===== src/rtl/fetch_if.sv =====
// Fetch queue bus: instruction-memory side, redirect from ID, and the
// dequeue handshake toward the IF/ID register.
//   master : the fetch queue (drives imem_addr and the deq_* outputs, count)
//   slave  : the surrounding pipeline / memory
interface fetch_if #(
  parameter int unsigned DATA_W = 32,
  parameter int unsigned ADDR_W = 32,
  parameter int unsigned DEPTH  = 4
);
  localparam int unsigned CNT_W = $clog2(DEPTH) + 1;

  logic [ADDR_W-1:0] imem_addr;
  logic [DATA_W-1:0] imem_data;
  logic              imem_ready;
  logic              redirect;
  logic [ADDR_W-1:0] redirect_pc;
  logic              deq_ready;
  logic              deq_valid;
  logic [DATA_W-1:0] deq_instr;
  logic [ADDR_W-1:0] deq_pc4;
  logic [CNT_W-1:0]  count;

  modport master (
    output imem_addr, deq_valid, deq_instr, deq_pc4, count,
    input  imem_data, imem_ready, redirect, redirect_pc, deq_ready
  );

  modport slave (
    input  imem_addr, deq_valid, deq_instr, deq_pc4, count,
    output imem_data, imem_ready, redirect, redirect_pc, deq_ready
  );
endinterface


===== src/rtl/fetch_queue.sv =====
// Instruction prefetch buffer. Owns the fetch PC, pushes one instruction
// per cycle into a DEPTH-entry circular queue while memory is ready, and
// delivers them in order through a valid/ready handshake. A redirect
// flushes the queue and restarts fetch at redirect_pc.
// Ports:
//   clk   : clock, rising edge
//   rst_n : asynchronous active-low reset
//   bus   : fetch_if.master (imem_*, redirect*, deq_*, count)
module fetch_queue #(
  parameter int unsigned       DATA_W   = 32,
  parameter int unsigned       ADDR_W   = 32,
  parameter int unsigned       DEPTH    = 4,
  parameter logic [ADDR_W-1:0] RESET_PC = '0
) (
  input  logic    clk,
  input  logic    rst_n,
  fetch_if.master bus
);
  localparam int unsigned PTR_W = $clog2(DEPTH);
  localparam int unsigned CNT_W = PTR_W + 1;

  if ((DEPTH < 2) || ((DEPTH & (DEPTH - 1)) != 0)) begin : g_bad_depth
    $error("fetch_queue: DEPTH must be a power of 2 and at least 2");
  end

  logic [DATA_W-1:0] instr_mem [DEPTH];
  logic [ADDR_W-1:0] pc4_mem   [DEPTH];
  logic [PTR_W-1:0]  wp;
  logic [PTR_W-1:0]  rp;
  logic [CNT_W-1:0]  cnt;
  logic [ADDR_W-1:0] fpc;

  logic              valid_c;
  logic              deq_c;
  logic              enq_c;
  logic [ADDR_W-1:0] fpc_plus4_c;

  // Handshake qualification; redirect masks both push and pop.
  assign valid_c     = (cnt != '0) && !bus.redirect;
  assign deq_c       = valid_c && bus.deq_ready;
  assign enq_c       = bus.imem_ready && !bus.redirect &&
                       ((cnt < CNT_W'(DEPTH)) || deq_c);
  assign fpc_plus4_c = fpc + ADDR_W'(4);

  // Control state: fetch PC, pointers, occupancy.
  always_ff @(posedge clk or negedge rst_n) begin
    if (!rst_n) begin
      fpc <= RESET_PC;
      wp  <= '0;
      rp  <= '0;
      cnt <= '0;
    end else if (bus.redirect) begin
      fpc <= bus.redirect_pc;
      wp  <= '0;
      rp  <= '0;
      cnt <= '0;
    end else begin
      if (enq_c) begin
        fpc <= fpc_plus4_c;
        wp  <= wp + PTR_W'(1);
      end
      if (deq_c) begin
        rp <= rp + PTR_W'(1);
      end
      if (enq_c && !deq_c) begin
        cnt <= cnt + CNT_W'(1);
      end else if (deq_c && !enq_c) begin
        cnt <= cnt - CNT_W'(1);
      end
    end
  end

  // Payload storage; contents are don't-care until written, so no reset.
  always_ff @(posedge clk) begin
    if (enq_c) begin
      instr_mem[wp] <= bus.imem_data;
      pc4_mem[wp]   <= fpc_plus4_c;
    end
  end

  // Head entry reads as zero (NOP) whenever it is not valid.
  assign bus.imem_addr = fpc;
  assign bus.deq_valid = valid_c;
  assign bus.deq_instr = valid_c ? instr_mem[rp] : '0;
  assign bus.deq_pc4   = valid_c ? pc4_mem[rp]   : '0;
  assign bus.count     = cnt;
endmodule


===== src/flat_wrapper.sv =====
// flat-port wrapper written by rule: the top's interface ports become plain ports
module fetch_queue_flat 
#(
  parameter int unsigned       DATA_W   = 32,
  parameter int unsigned       ADDR_W   = 32,
  parameter int unsigned       DEPTH    = 4,
  parameter logic [ADDR_W-1:0] RESET_PC = '0
)
  (clk, rst_n, bus_imem_addr, bus_deq_valid, bus_deq_instr, bus_deq_pc4, bus_count, bus_imem_data, bus_imem_ready, bus_redirect, bus_redirect_pc, bus_deq_ready);
  fetch_if #(.DATA_W(DATA_W), .ADDR_W(ADDR_W), .DEPTH(DEPTH)) bus_i ();
  input  logic clk;
  input  logic rst_n;
  output wire logic [$bits(bus_i.imem_addr)-1:0] bus_imem_addr;
  output wire logic [$bits(bus_i.deq_valid)-1:0] bus_deq_valid;
  output wire logic [$bits(bus_i.deq_instr)-1:0] bus_deq_instr;
  output wire logic [$bits(bus_i.deq_pc4)-1:0] bus_deq_pc4;
  output wire logic [$bits(bus_i.count)-1:0] bus_count;
  input wire logic [$bits(bus_i.imem_data)-1:0] bus_imem_data;
  input wire logic [$bits(bus_i.imem_ready)-1:0] bus_imem_ready;
  input wire logic [$bits(bus_i.redirect)-1:0] bus_redirect;
  input wire logic [$bits(bus_i.redirect_pc)-1:0] bus_redirect_pc;
  input wire logic [$bits(bus_i.deq_ready)-1:0] bus_deq_ready;
  assign bus_imem_addr = bus_i.imem_addr;
  assign bus_deq_valid = bus_i.deq_valid;
  assign bus_deq_instr = bus_i.deq_instr;
  assign bus_deq_pc4 = bus_i.deq_pc4;
  assign bus_count = bus_i.count;
  assign bus_i.imem_data = bus_imem_data;
  assign bus_i.imem_ready = bus_imem_ready;
  assign bus_i.redirect = bus_redirect;
  assign bus_i.redirect_pc = bus_redirect_pc;
  assign bus_i.deq_ready = bus_deq_ready;
  fetch_queue #(.DATA_W(DATA_W), .ADDR_W(ADDR_W), .DEPTH(DEPTH), .RESET_PC(RESET_PC)) u_core (.clk(clk), .rst_n(rst_n), .bus(bus_i));
endmodule

===== config.mk =====
export PLATFORM = sky130hd
export DESIGN_NAME = fetch_queue_flat
export DESIGN_NICKNAME = d
export VERILOG_FILES = /design/src/rtl/fetch_if.sv /design/src/rtl/fetch_queue.sv /design/src/flat_wrapper.sv
export SDC_FILE = /design/constraint.sdc
export NUM_CORES = 1
export LEC_CHECK = 0
export CAP_MARGIN = 0
export CORE_AREA = 3 3 193 195
export CTS_CLUSTER_SIZE = 28
export DETAILED_ROUTE_END_ITERATION = 7
export DIE_AREA = 0 0 196 198
export MAX_ROUTING_LAYER = met4
export SLEW_MARGIN = 20
export SYNTH_ARGS = -nofsm -noshare
export SYNTH_HDL_FRONTEND = slang
export SYNTH_SLANG_ARGS = --single-unit

===== constraint.sdc =====
create_clock -name clk -period 18.2 [get_ports clk]
set_clock_uncertainty 0.15 [all_clocks]
set_input_delay 3.64 -clock clk [delete_from_list [all_inputs] [get_ports clk]]
set_output_delay 3.64 -clock clk [all_outputs]
set_load 0.01 [all_outputs]

Word-level counts from Yosys, hierarchy flattened:

Memory sizes are Yosys's and may differ from the RTL's.
Cells that the tools add are included.

* memories: 2
* output and inout port bits: 100
* register bits: 39
* bits in writable memories: 256

* muxes and demuxes: 13
* $add $sub $neg: 5
* reduce and logical (&&, ||, !) cells: 14
* $lt $le $gt $ge: 1

Memory list
* u_core.instr_mem: depth 4, width 32, rd ports 1, clocked after Yosys merged registers in 0, write ports 1, RTL line fetch_queue.sv:26 `logic [DATA_W-1:0] instr_mem [DEPTH];`
* u_core.pc4_mem: depth 4, width 32, rd ports 1, clocked after Yosys merged registers in 0, write ports 1, RTL line fetch_queue.sv:27 `logic [ADDR_W-1:0] pc4_mem [DEPTH];`

Operators by type and width (count)
* 32-bit 2-to-1 mux: 4
* 32-bit by 3-bit adder with 32-bit output, second input constant: 1
* 3-bit 2-to-1 mux: 3
* 2-bit 2-to-1 mux: 4
* 1-bit logical AND: 6
* 3-bit nonzero test: 2
* 2-bit by 1-bit adder with 2-bit output, second input constant: 2
* 2-bit nonzero test: 2
* 3-bit by 1-bit adder with 3-bit output, second input constant: 1
* 1-bit logical NOT: 3
* 3-bit < comparator, second input constant: 1
* 3-bit by 1-bit subtractor with 3-bit output, second input constant: 1
* 1-bit 2-to-1 mux: 2
* 1-bit logical OR: 1

Depth between registers and ports, before layout:

* depth in word-level cells: 10
* gate-level depth with buffers: 8

Worst setup path after synthesis:

No wires, ideal clock.

* kind: input port to flip-flop
* from: input bus_imem_ready
* to: memory u_core.instr_mem[0][0], enable pin
* stages on the path: 4
* library setup time: 0.578 ns
* path slack: 8.487 ns
* arrival: 8.985 ns
* cell sequence: clkbuf_1 -> nand2_1 -> clkbuf_1 -> nor3b_1

* word-level cells in the longest chain between the ends: 4

RTL lines
* start: declaration: RTL line flat_wrapper.sv:19 `input wire logic [$bits(bus_i.imem_ready)-1:0] bus_imem_ready;`
* 1-bit logical AND (2 in series): RTL line fetch_queue.sv:41 `assign enq_c = bus.imem_ready && !bus.redirect &&`
* 1-bit 2-to-1 mux: RTL line fetch_queue.sv:75 `if (enq_c) begin`
* 1-bit 2-to-1 mux (implied by the code): RTL line fetch_queue.sv:76 `instr_mem[wp] <= bus.imem_data;`
* end: declaration: RTL line fetch_queue.sv:26

Every way passes these cells.

Worst setup path after layout:

* from: input bus_redirect
* to: output bus_deq_pc4[31]

* word-level cells in the longest chain between the ends: 3

RTL lines
* start: declaration: RTL line flat_wrapper.sv:20 `input wire logic [$bits(bus_i.redirect)-1:0] bus_redirect;`
* 1-bit logical NOT: RTL line fetch_queue.sv:39 `assign valid_c = (cnt != '0) && !bus.redirect;`
* 1-bit logical AND: RTL line fetch_queue.sv:39
* 32-bit 2-to-1 mux: RTL line fetch_queue.sv:85 `assign bus.deq_pc4 = valid_c ? pc4_mem[rp] : '0;`
* end: declaration: RTL line flat_wrapper.sv:16 `output wire logic [$bits(bus_i.deq_pc4)-1:0] bus_deq_pc4;`

Every way passes these cells.

==> impl_metrics.env <==
export IMPL_dr_pass1_iters=4
export IMPL_numCtsBuffers=34
export IMPL_pre_cts_ws_ns=8.747
export IMPL_path_max_fanout=37
export IMPL_synthesis_nets=814
export IMPL_dp_hpwl_um=17330
export IMPL_drt_iter0_drc=295
export IMPL_slew_headroom=0.2836
export IMPL_core_um2=35570
export IMPL_grt_use_met1=0.2106
export IMPL_rsz0062_at_grt="no"
export IMPL_p_per_area_nw_per_um2=108.6
export IMPL_ios=169
export IMPL_ys_seq_area_frac=0.6989
export IMPL_cts_tree="done"
export IMPL_internal_power_mw=1.293
export IMPL_num_antenna_cells=0
export IMPL_cts_hold_buffers=0
export IMPL_synth_edff_count=256
export IMPL_hold_violations=0
export IMPL_wl_per_cell_um=20.04
export IMPL_num_vias=6884
export IMPL_cp_slowest_cell="nor2_4"
export IMPL_synthFlopType="edfxtp_1"
export IMPL_clk_latency_ns=0.50
export IMPL_die_w_um=196
export IMPL_peakVddDrop_uv=55.08
export IMPL_switching_power_mw=0.4022
export IMPL_die_y_um=198
export IMPL_grt_overflow_total=0
export IMPL_cts_resized=0
export IMPL_clkSinkCount=295
export IMPL_ys_ff_latch=295
export IMPL_antenna_found_initial=0
export IMPL_p_clk_frac=0.371
export IMPL_place_congestion=0.7722
export IMPL_grt_pass1_vias=7351
export IMPL_drc_errors=0
export IMPL_path_cells="buf_2 -> nor2_4 -> buf_4 -> and2_1 -> clkdlybuf4s50_1"
export IMPL_cts_setup_buffers=0
export IMPL_nets=986
export IMPL_final_core_util=0.4387
export IMPL_rows=69
export IMPL_swShare=0.2373
export IMPL_grt_start_max_net_pins=76
export IMPL_ctsHtreeMaxLevel=2
export IMPL_criticalPathCategory="in -> out"
export IMPL_p_leak_nw=5.055
export IMPL_clkTransAtPathRegs_ns=0.05
export IMPL_min_path_type="reg -> reg"
export IMPL_worstSetupEndpointType="output port"
export IMPL_grt_busiest_layer="met2"
export IMPL_power_frac_seq=0.479
export IMPL_fin_tns_setup_ns=0
export IMPL_grt_total_usage=0.1509
export IMPL_syn_area_um2=12400
export IMPL_period_minus_slack_ns=9.393
export IMPL_die_area_um2=38810
export IMPL_cts_root_buf="clkbuf_16"
export IMPL_wl_um=27980
export IMPL_area_delta_synth_final_pct=25.87
export IMPL_synthCells=739
export IMPL_met3_usage=0.02620
export IMPL_worst_slew_pin_slew_ns=1.075
export IMPL_layout_drive_gt1_share=0.1497
export IMPL_synthArstFlopShare=0.1322
export IMPL_synth_distinct_cells=41
export IMPL_place_inst=1336
export IMPL_post_route_period_util=0.5161
export IMPL_drv_slew=0
export IMPL_critical_path_required_ns=14.41
export IMPL_start_util=0.3485
export IMPL_finalSetupViolations=0
export IMPL_yosys_warnings=0
export IMPL_fmax_mhz=106.5
export IMPL_drt_vias_per_instance=4.931
export IMPL_cts_buffer_depth=3
export IMPL_crit_path_start_kind="primary input"
export IMPL_drv_cap=0
export IMPL_syn_avg_cell_area_um2=16.77
export IMPL_stdcell_count=1396
export IMPL_ant_nets=0
export IMPL_cp_slowest_stage_delay_ns=0.75
export IMPL_status="completed"
export IMPL_io_buffers=168
export IMPL_use_met2=0.2355
export IMPL_pwr_share_comb=0.150
export IMPL_grt_pass1_wl_um=44080
export IMPL_arrival_ns=5.60
export IMPL_setup_slack_ns=8.807
==> worst max-delay path: cells and delay by family <==
| kind | cells | cell delay [ns] |
|---|---|---|
| buffers and inverters | 3 | 1.03 |
| AND/OR/NAND/NOR | 2 | 0.91 |
==> Yosys cell counts (all sizes together), types with 2 or more instances <==
library cell,instances,area [µm²]
nand2,59,221.5
nand3,9,45.04
mux2,2,22.52
xor2,20,175.2
a31oi,2,12.51
or3,2,12.51
nand4,9,62.56
inv,6,22.52
and4,7,61.31
ha,5,62.56
mux4,64,1441
nor3,20,110.1
dfrtp,39,975.9
o21ai,34,170.2
edfxtp,256,7687
nand2b,3,18.77
buf,13,82.58
and2,69,431.7
a21oi,3,15.01
nor3b,4,30.03
xnor2,38,332.8
clkbuf,32,120.1
nor4,11,100.1
nor2,20,75.07
and3,3,18.77
==> final cells by class <==
class | count | area (µm²)
well taps | 461 | 576.8
inverters | 6 | 22.52
fillers | 3183 | 19970
clock inverters | 9 | 72.57
flip-flops and latches | 295 | 8671
multi-input cells | 393 | 3535
repair buffers | 181 | 1769
clock buffers | 51 | 955.9
==> power by group through the flow <==
stage | Combinational (mW) | Sequential, mW | Clock, mW
6_report | 0.254 | 0.812 | 0.628
5_1_grt | 0.278 | 0.819 | 0.677
4_1_cts | 0.261 | 0.813 | 0.648
3_5_place_dp | 0.260 | 0.827 | 0
3_3_place_gp | 0.259 | 0.826 | 0
2_1_floorplan | 0.151 | 0.809 | 0
==> cells by family (layout without fill, tap and decap cells) <==
group | after synthesis | after routing | synth area share
buffers and inverters | 51 | 247 | 0.01817
adder cells (fa/ha/maj) | 6 | 6 | 0.006662
multiplexers | 67 | 67 | 0.1189
AO/OA/AOI/OAI | 41 | 41 | 0.01716
XOR/XNOR | 58 | 58 | 0.04098
AND/OR/NAND/NOR | 221 | 221 | 0.09922
flip-flops | 295 | 295 | 0.6989
==> per-stage QoR <==
step | hold WS (ns) | power, mW | cell area (µm²)
after floorplan | 0.3436 | 0.9597 | 12400
after global placement | 0.3801 | 1.085 | 14570
after detailed placement | 0.4087 | 1.087 | 14570
after CTS | 0.4162 | 1.723 | 15600
after global routing | 0.4416 | 1.774 | 15600
final | 0.4206 | 1.695 | 15600
==> state kept, by name, indices dropped and copies added, names as in the netlist <==
register	cells
u_core.bus.count	3
u_core.bus.imem_addr	32
u_core.instr_mem	128
u_core.pc4_mem	128
u_core.rp	2
u_core.wp	2
==> cell usage in the layout (no fill, tap or decap), types with 2 or more instances in the layout <==
cell and n:
edfxtp_1 256, clkdlybuf4s50_1 166, and2_1 69, mux4_2 64, nand2_1 59, xnor2_1 38, dfrtp_1 37, clkbuf_16 35
o21ai_0 25, xor2_1 20, nor2_1 19, nor3_1 18, clkbuf_1 14, buf_4 13, nand3_1 9, o21ai_1 9
nand4_1 8, and4_1 7, inv_1 6, nor4_1 6, nor4_2 5, ha_1 5, nor3b_2 4, and3_1 3
nand2b_1 3, a21oi_1 3, clkinv_1 3, clkinv_2 3, or3_1 2, mux2_2 2, nor3_2 2, a31oi_1 2
clkbuf_8 2, buf_2 2, dfrtp_4 2
==> final timing paths <==
path                       slack [ns]                                   end  cells after the start                                 from
max                              8.81                       bus_deq_pc4[31]                      5                         bus_redirect
max in group asynchronous       14.33              u_core.rp[1]$_DFFE_PN0P_                      2                                rst_n
min in group asynchronous        3.08  u_core.bus.imem_addr[23]$_DFFE_PN0N_                      2                                rst_n
max reg2reg                     15.30       u_core.pc4_mem[0][26]$_DFFE_PP_                      6  u_core.bus.imem_addr[2]$_DFFE_PN0N_
min reg2reg                      0.42        u_core.pc4_mem[1][0]$_DFFE_PP_                      0  u_core.bus.imem_addr[0]$_DFFE_PN0P_
min                              0.42        u_core.pc4_mem[1][0]$_DFFE_PP_                      0  u_core.bus.imem_addr[0]$_DFFE_PN0P_
==> metal layers <==
metal  routed length (µm)  vias to the layer above
met5                    0                        -
met4                  413                        0
met3                 1500                       39
met2                13080                      221
met1                12990                     3463
li1                     -                     3161
(Power assumes the default switching activity.)
